$ cat config.mk
export PLATFORM = sky130hd
export DESIGN_NAME = pwm_fade_ctrl
export DESIGN_NICKNAME = d
export VERILOG_FILES = /design/src/rtl/pwm_fade_ctrl.sv
export SDC_FILE = /design/constraint.sdc
export NUM_CORES = 1
export LEC_CHECK = 0
export ABC_AREA = 1
export BUFFER_PORTS_ARGS = -buffer_cell sky130_fd_sc_hd__buf_2
export CAP_MARGIN = 10
export CELL_PAD_IN_SITES_DETAIL_PLACEMENT = 0
export CELL_PAD_IN_SITES_GLOBAL_PLACEMENT = 2
export CORE_UTILIZATION = 36
export DETAILED_ROUTE_END_ITERATION = 6
export HOLD_SLACK_MARGIN = 0.03
export PLACE_DENSITY_LB_ADDON = 0.08
export SLEW_MARGIN = 0
export SYNTH_ARGS = -nofsm -noshare
export SYNTH_HDL_FRONTEND = slang
export SYNTH_SLANG_ARGS = --single-unit
export TNS_END_PERCENT = 1
$ cat constraint.sdc
create_clock -name clk -period 8.47 [get_ports clk]
set_input_delay 1.694 -clock clk [delete_from_list [all_inputs] [get_ports clk]]
set_output_delay 1.694 -clock clk [all_outputs]
set_load 0.01 [all_outputs]
$ cat src/rtl/pwm_fade_ctrl.sv
// Triangle "breathing" envelope sequencer for one PWM channel's duty value.
// Duty only changes on period-counter wrap, so the PWM never glitches mid-period.
module pwm_fade_ctrl #(
  parameter int PERIOD_W = 6,
  parameter int DUTY_W   = 7,
  parameter int MAX_DUTY = 64,
  parameter int CNT_W    = 16
) (
  input  logic              clk,
  input  logic              rst_n,
  input  logic              cfg_valid,
  output logic              cfg_ready,
  input  logic [DUTY_W-1:0] cfg_min,
  input  logic [DUTY_W-1:0] cfg_max,
  input  logic [CNT_W-1:0]  cfg_step,
  input  logic [CNT_W-1:0]  cfg_hold,
  input  logic              cfg_loop,
  input  logic              start,
  input  logic              stop,
  output logic [DUTY_W-1:0] duty,
  output logic              period_start,
  output logic              busy,
  output logic              done
);

  // state    | meaning
  // S_IDLE   | waiting; config accepted; start arms the next tick
  // S_UP     | ramping duty towards max, one step per step-count ticks
  // S_HOLD_HI| parked at max for hold ticks
  // S_DOWN   | ramping duty towards min
  // S_HOLD_LO| parked at min for hold ticks, then loop or finish
  typedef enum logic [2:0] {
    S_IDLE, S_UP, S_HOLD_HI, S_DOWN, S_HOLD_LO
  } state_t;

  localparam logic [DUTY_W-1:0] MAX_D = DUTY_W'(MAX_DUTY);

  state_t              state_q, state_d;
  logic [PERIOD_W-1:0] per_q, per_d;
  logic                period_start_q, period_start_d;
  logic                armed_q, armed_d;
  logic [CNT_W-1:0]    cnt_q, cnt_d;
  logic [DUTY_W-1:0]   duty_q, duty_d;
  logic                busy_q, busy_d;
  logic                done_q, done_d;
  logic                cfg_ready_q, cfg_ready_d;
  logic [DUTY_W-1:0]   min_q, min_d, max_q, max_d;
  logic [CNT_W-1:0]    step_q, step_d, hold_q, hold_d;
  logic                loop_q, loop_d;

  logic                tick, step_hit, hold_hit, env_end;
  logic [CNT_W-1:0]    cnt_inc;
  logic [DUTY_W-1:0]   duty_inc, duty_dec;

  assign tick     = &per_q;
  assign cnt_inc  = cnt_q + CNT_W'(1);
  assign step_hit = (cnt_inc == step_q);
  // hold of 0 only reaches the hold states when min==max; leave after one tick
  assign hold_hit = (cnt_inc >= hold_q);
  assign duty_inc = duty_q + DUTY_W'(1);
  assign duty_dec = duty_q - DUTY_W'(1);

  always_comb begin
    per_d          = per_q + PERIOD_W'(1);
    period_start_d = (per_d == '0);
    state_d        = state_q;
    armed_d        = armed_q;
    cnt_d          = cnt_q;
    duty_d         = duty_q;
    done_d         = 1'b0;
    min_d          = min_q;
    max_d          = max_q;
    step_d         = step_q;
    hold_d         = hold_q;
    loop_d         = loop_q;
    env_end        = 1'b0;

    if (cfg_valid && cfg_ready_q) begin
      max_d  = (cfg_max > MAX_D) ? MAX_D : cfg_max;
      min_d  = (cfg_min > max_d) ? max_d : cfg_min;
      step_d = (cfg_step == '0) ? CNT_W'(1) : cfg_step;
      hold_d = cfg_hold;
      loop_d = cfg_loop;
    end

    if (stop) begin
      state_d = S_IDLE;
      armed_d = 1'b0;
      cnt_d   = '0;
      duty_d  = '0;
    end else begin
      case (state_q)
        S_IDLE: begin
          if (start) armed_d = 1'b1;
          if (tick && armed_q) begin
            armed_d = 1'b0;
            duty_d  = min_q;
            cnt_d   = '0;
            state_d = (min_q == max_q) ? S_HOLD_HI : S_UP;
          end
        end
        S_UP: begin
          if (tick) begin
            if (step_hit) begin
              cnt_d  = '0;
              duty_d = duty_inc;
              if (duty_inc >= max_q) state_d = (hold_q == '0) ? S_DOWN : S_HOLD_HI;
            end else begin
              cnt_d = cnt_inc;
            end
          end
        end
        S_HOLD_HI: begin
          if (tick) begin
            if (hold_hit) begin
              cnt_d   = '0;
              state_d = (duty_q == min_q) ? S_HOLD_LO : S_DOWN;
            end else begin
              cnt_d = cnt_inc;
            end
          end
        end
        S_DOWN: begin
          if (tick) begin
            if (step_hit) begin
              cnt_d  = '0;
              duty_d = duty_dec;
              if (duty_dec <= min_q) begin
                if (hold_q == '0) env_end = 1'b1;
                else              state_d = S_HOLD_LO;
              end
            end else begin
              cnt_d = cnt_inc;
            end
          end
        end
        S_HOLD_LO: begin
          if (tick) begin
            if (hold_hit) env_end = 1'b1;
            else          cnt_d   = cnt_inc;
          end
        end
        default: state_d = S_IDLE;
      endcase

      if (env_end) begin
        cnt_d = '0;
        if (loop_q) begin
          state_d = (min_q == max_q) ? S_HOLD_HI : S_UP;
        end else begin
          state_d = S_IDLE;
          done_d  = 1'b1;
        end
      end
    end

    busy_d      = (state_d != S_IDLE);
    cfg_ready_d = (state_d == S_IDLE);
  end

  always_ff @(posedge clk or negedge rst_n) begin
    if (!rst_n) begin
      state_q        <= S_IDLE;
      per_q          <= '0;
      period_start_q <= 1'b0;
      armed_q        <= 1'b0;
      cnt_q          <= '0;
      duty_q         <= '0;
      busy_q         <= 1'b0;
      done_q         <= 1'b0;
      cfg_ready_q    <= 1'b1;
      min_q          <= '0;
      max_q          <= MAX_D;
      step_q         <= CNT_W'(1);
      hold_q         <= '0;
      loop_q         <= 1'b1;
    end else begin
      state_q        <= state_d;
      per_q          <= per_d;
      period_start_q <= period_start_d;
      armed_q        <= armed_d;
      cnt_q          <= cnt_d;
      duty_q         <= duty_d;
      busy_q         <= busy_d;
      done_q         <= done_d;
      cfg_ready_q    <= cfg_ready_d;
      min_q          <= min_d;
      max_q          <= max_d;
      step_q         <= step_d;
      hold_q         <= hold_d;
      loop_q         <= loop_d;
    end
  end

  assign duty         = duty_q;
  assign period_start = period_start_q;
  assign busy         = busy_q;
  assign done         = done_q;
  assign cfg_ready    = cfg_ready_q;

endmodule

# Word-level counts from Yosys, hierarchy flattened
# Index checks and enable logic that the tools add are counted.
[word_totals]
ff_bits = 84
inputBits = 52
output_inout_bits = 11
word_cells = 109
[classes]
add_sub_neg = 4
order_cmp = 5
n_eq_ne = 17
n_mux = 52
n_reduce_logical = 17
[ops]
columns = ["cell", "n"]
rows = [
  ["$mux W16", 10],
  ["$pmux W16 S4", 1],
  ["$mux W7", 8],
  ["$mux W3", 13],
  ["$logic_not A16 Y1", 2],
  ["$pmux W7 S3", 1],
  ["$reduce_and A6 Y1", 3],
  ["$add A16 B1 Y16 const B", 1],
  ["$eq A16 B16 Y1", 1],
  ["$ge A16 B16 Y1", 1],
  ["$ne A4 B4 Y1 const B", 4],
  ["$mux W1", 15],
  ["$ne A3 B3 Y1 const B", 5],
  ["$pmux W3 S5", 1],
  ["$eq A7 B7 Y1", 2],
  ["$add A7 B1 Y7 const B", 1],
  ["$ge A7 B7 Y1", 1],
  ["$gt A7 B7 Y1", 1],
  ["$gt A7 B7 Y1 const B", 1],
  ["$le A7 B7 Y1", 1],
  ["$sub A7 B1 Y7 const B", 1],
  ["$add A6 B1 Y6 const B", 1],
  ["$eq A3 B2 Y1 const B", 2],
  ["$logic_not A3 Y1", 2],
  ["other kinds (13)", 16],
]

# Longest topological paths before layout
[depth]
ltp_word = 10
ltp_mapped = 23
ltp_nobuf = 23

# Worst setup path after synthesis
# OpenSTA, ideal clock, no wires.
[synth_timing]
path_kind = "input port to flip-flop"
startpoint = "input cfg_max[6]"
endpoint = "register min_q[5]"
setup_ps = 133
arrival_time_ps = 3125
t_required_ps = 8337
path_slack_ps = 5212
stages = 13
n_path_buf = 0
cell_sequence = "inv_1 nand2_1 ha_1 a21oi_1 o21ai_0 nand2_1 o211ai_1 nand2_1 inv_1 nor2_1 nor2_1 a21oi_1 a21oi_1"
[synth_via]
elab_chain_cells = 4
[synth_rtl]
columns = ["element", "line", "text"]
rows = [
  ["start, declared", "14", "input logic [DUTY_W-1:0] cfg_max,"],
  ["$gt A7 B7 Y1", "79", "max_d = (cfg_max > MAX_D) ? MAX_D : cfg_max;"],
  ["$mux W7 (*)", "79", ""],
  ["$gt A7 B7 Y1", "80", "min_d = (cfg_min > max_d) ? max_d : cfg_min;"],
  ["$mux W7 (*)", "80", ""],
  ["end signal, assigned", "187", "min_q <= min_d;"],
  ["end, declared", "47", "logic [DUTY_W-1:0] min_q, min_d, max_q, max_d;"],
]
# Mark *: on every way between the ends. The rest lies on a longest branch, timed or not.
# A chain may end at the register's enable or synchronous reset.

# Worst setup path in the final report
[layout_timing]
startpoint = "register cnt_q[0]"
endpoint = "register cnt_q[11]"
[layout_via]
elab_chain_cells = 8
[layout_rtl]
columns = ["element", "line", "text"]
rows = [
  ["start, declared", "42", "logic [CNT_W-1:0] cnt_q, cnt_d;"],
  ["start signal, assigned", "182", "cnt_q <= cnt_d;"],
  ["$add A16 B1 Y16 (*)", "56", "assign cnt_inc = cnt_q + CNT_W'(1);"],
  ["$ge A16 B16 Y1 / $eq A16 B16 Y1 (equally long branches)", "59, 57", ""],
  ["$mux W1 (on tied branches)", "139, 125", ""],
  ["$mux W1 (on tied branches)", "138, 124", ""],
  ["$pmux W1 S2", "92", "case (state_q)"],
  ["$mux W1", "86", "if (stop) begin"],
  ["$ne A4 B4 Y1 (no line), or another cell as far along", "-", ""],
  ["$reduce_and A6 Y1 (no line) / $mux W16 (equally long branches)", "-", ""],
]
# Mark *: on every way between the ends. The rest lies on a longest branch, timed or not. The select of a mux whose other input is x is not followed.

==> impl_metrics.env <==
export IMPL_status="complete, no violations"
export IMPL_setup_viol=0
export IMPL_path_max_fanout=17
export IMPL_synth_edf_count=0
export IMPL_track_usage_pct=21.91
export IMPL_tns_ps=0
export IMPL_endpoint_kind="flop"
export IMPL_start_util_pct=36.98
export IMPL_vias=5548
export IMPL_slowest_stage="nor2_2"
export IMPL_postCtsHoldBufs=0
export IMPL_io_pins=63
export IMPL_synth_cell_type_count=40
export IMPL_worstSkewPairLatency_ps=360
export IMPL_switching_share_pct=31.32
export IMPL_numPortBuffers=62
export IMPL_p_int_w=0.0007715
export IMPL_holdPathStages=1
export IMPL_register_area_sq_um=2107
export IMPL_post_synth_cell_area_avg_sq_um=7.044
export IMPL_hold_violations=0
export IMPL_max_stage_delay_ps=460
export IMPL_met3_usage_pct=3.280
export IMPL_fin_worst_skew_ps=8.910
export IMPL_multi_input_area_sq_um=3237
export IMPL_clock_sinks=84
export IMPL_required_ps=8710
export IMPL_num_nets_final=986
export IMPL_synthCells=837
export IMPL_slew_headroom_pct=29.65
export IMPL_switchingPower_w=0.0003518
export IMPL_timing_fmax_mhz=261.2
export IMPL_wl_um=17090
export IMPL_rsz0062_at_grt="false"
export IMPL_criticalPathCategory="reg2reg"
export IMPL_grt_antenna_before_repair=0
export IMPL_core_area_sq_um=15940
export IMPL_synth_fp_nets=930
export IMPL_hp_class="reg2reg"
export IMPL_ys_seq_area_share_pct=35.74
export IMPL_cts_tree="done"
export IMPL_dr_pass1_iters=5
export IMPL_cts_root_buf="clkbuf_16"
export IMPL_post_cts_buffers=0
export IMPL_grt_busiest_layer="met2"
export IMPL_period_share_pct=45.19
export IMPL_drc=0
export IMPL_overflow=0
export IMPL_setup_ws_ps=4642
export IMPL_synth_area_sq_um=5896
export IMPL_slew_viol_final=0
export IMPL_met1_usage_pct=27.50
export IMPL_critPathArrivalTime_ps=4070
export IMPL_p_seq_share_pct=40.3
export IMPL_power_share_clock_pct=39.7
export IMPL_powerDensity_nw_per_um2=167.2
export IMPL_drv_cap=0
export IMPL_cts_resized=0
export IMPL_clockBufferDepth=2
export IMPL_grtUsageMet2_pct=38.57
export IMPL_min_period_ps=3828
export IMPL_rows=46
export IMPL_tightest_slew_ps=1054
export IMPL_start_kind="flop"
export IMPL_ys_ff_latch=84
export IMPL_dp_hpwl_um=13150
export IMPL_die_w_um=130.0
export IMPL_yosysWarnings=0
export IMPL_grt_max_degree=69
export IMPL_synth_ff_type="dfrtp_1"
export IMPL_ir_drop_mv=0.09772
export IMPL_viasPerCell=4.980
export IMPL_gp_congestion=0.8654
export IMPL_area_growth_syn_to_layout_pct=13.96
export IMPL_comb_power_share_pct=20.0
export IMPL_grt_first_pass_wirelength_um=27990
export IMPL_htree_levels=3
export IMPL_die_area_sq_um=16890
export IMPL_synthArstFlopShare_pct=100.0
export IMPL_wl_per_cell_um=15.34
export IMPL_drtAntennaViolNets=0
export IMPL_first_iter_violations=358
export IMPL_critPathMostFrequentCell="nand2_1"
export IMPL_layout_drive_gt1_share_pct=12.03
export IMPL_worstPathCellList="inv_1, nor2_2, nand2_2, o21ai_1, nand2_1, ha_1, nand2_1, nor4_1, nand2_1, nand3_1, nor2_1, inv_1, nand3_1, inv_1, nand2_4, a21oi_4, inv_4, nand2_1, nand2_1"
export IMPL_dp_slack_ps=4659
export IMPL_fill_cells=1706
export IMPL_grt_pass1_vias=5491
export IMPL_diodes=0
export IMPL_cts_buffers=9
export IMPL_die_h_um=130.0
export IMPL_p_leak_nw=3.543
export IMPL_clk_pin_slew_ps=70
export IMPL_rr_worst_depth=19
layer usage:
layer / share of wire, % / vias up / wire length [um]
met3: 2.7 / 19 / 466
met5: 0 / - / 0
li1: - / 2849 / -
met4: 1.7 / 0 / 286
met2: 49 / 99 / 8368
met1: 47 / 2581 / 7970
worst max-delay path, delay by kind of cell, from the launching register on:
kind / cells / cell delay, ps
and+or+nand+nor: 12 / 1790
AOI/OAI and AO/OA: 2 / 650
buffers and inverters: 4 / 510
DFF: 1 / 440
adders and majority gates: 1 / 310
cell type report:
| class | instances | share of cell area [%] |
|---|---|---|
| Clock buffer | 9 | 3.352 |
| Timing Repair Buffer | 64 | 4.879 |
| Inverter | 120 | 6.741 |
| Sequential cell | 84 | 31.36 |
| Clock inverter | 7 | 1.471 |
| Multi-Input combinational cell | 614 | 48.18 |
| Tap cell | 216 | 4.022 |
state kept, by name, indices dropped and copies added, names as in the netlist, 3 cells and up:
register,count
step_q,16
min_q,7
cnt_q,16
hold_q,16
per_q,6
max_q,7
state_q,3
duty,7
metrics by stage:
stage	std cells	hold WS [ps]	area, sq um	total power (W)	util [%]
3_5_place_dp	1098	448.1	6395	0.0006848	40.11
6_report	1114	447.3	6719	0.001123	42.14
5_1_grt	1114	485.7	6719	0.001191	42.14
4_1_cts	1114	457.3	6719	0.001138	42.14
2_1_floorplan	837	421.4	5896	0.0006049	-
3_3_place_gp	1098	437.6	6395	0.0006828	40.11
cell usage in the layout, fill, tap and decap left out, types with 2 or more instances in the layout:
master	n
o22ai_1	11
xnor2_1	2
buf_2	61
bufinv_16	2
a21oi_1	36
xor2_1	14
dfstp_2	4
clkbuf_16	9
dfrtp_1	80
nand2_2	9
buf_4	3
o21ai_0	56
inv_6	2
ha_1	41
nor2_4	4
o21ai_1	4
nor2_2	5
inv_1	118
nor2_1	51
nand3b_1	4
nor3_1	7
nand3_2	2
nand4_1	21
nand3_1	81
o21bai_1	3
nand2_1	243
nor4_1	8
power by group through the flow:
| stage | sequential (W) | combinational [W] | clock [W] |
|---|---|---|---|
| 6_report | 0.000453 | 0.000224 | 0.000446 |
| 5_1_grt | 0.000456 | 0.000260 | 0.000475 |
| 4_1_cts | 0.000453 | 0.000226 | 0.000459 |
| 3_5_place_dp | 0.000460 | 0.000225 | 0 |
| 3_3_place_gp | 0.000460 | 0.000223 | 0 |
| 2_1_floorplan | 0.000452 | 0.000153 | 0 |
Yosys cell counts (2+ instances only):
cell        n  area share, %
nand3_2     2           0.34
nand3b_1    4           0.51
o21ai_0    56            4.8
xnor2_1     2           0.30
o21bai_1    3           0.38
xor2_1     14            2.1
o22ai_1    11            1.2
nor2_1     51            3.2
nor3_1      7           0.59
nand3_1    81            6.9
inv_1     119            7.6
o21ai_1     4           0.34
buf_6       3           0.57
nor4_1      8           0.85
dfstp_2     4            1.8
dfrtp_1    80             34
nand2_1   243             15
ha_1       41            8.7
clkbuf_1   12           0.76
nor2_4      4           0.76
buf_1       2           0.13
nor2_2      5           0.53
nand2_2     9           0.95
a21oi_1    36            3.1
nand4_1    21            2.2
final timing paths:
kind | slack, ps | end | start
max | 4640 | cnt_q[11] | cnt_q[0]
min | 450 | per_q[0] | per_q[0]
max reg2reg | 4640 | cnt_q[11] | cnt_q[0]
min reg2reg | 450 | per_q[0] | per_q[0]
max in group asynchronous | 6080 | hold_q[10] | rst_n
min in group asynchronous | 1250 | per_q[1] | rst_n
logic make-up after synthesis:
kind of cell,after synthesis,share of synthesized area (%)
compound gates,120,11.16
simple gates,437,32.66
flops,84,35.74
buf+inv,139,9.359
xor+xnor,16,2.377
fa+ha+maj,41,8.701
Note: power is estimated with default switching activity, not from simulation.
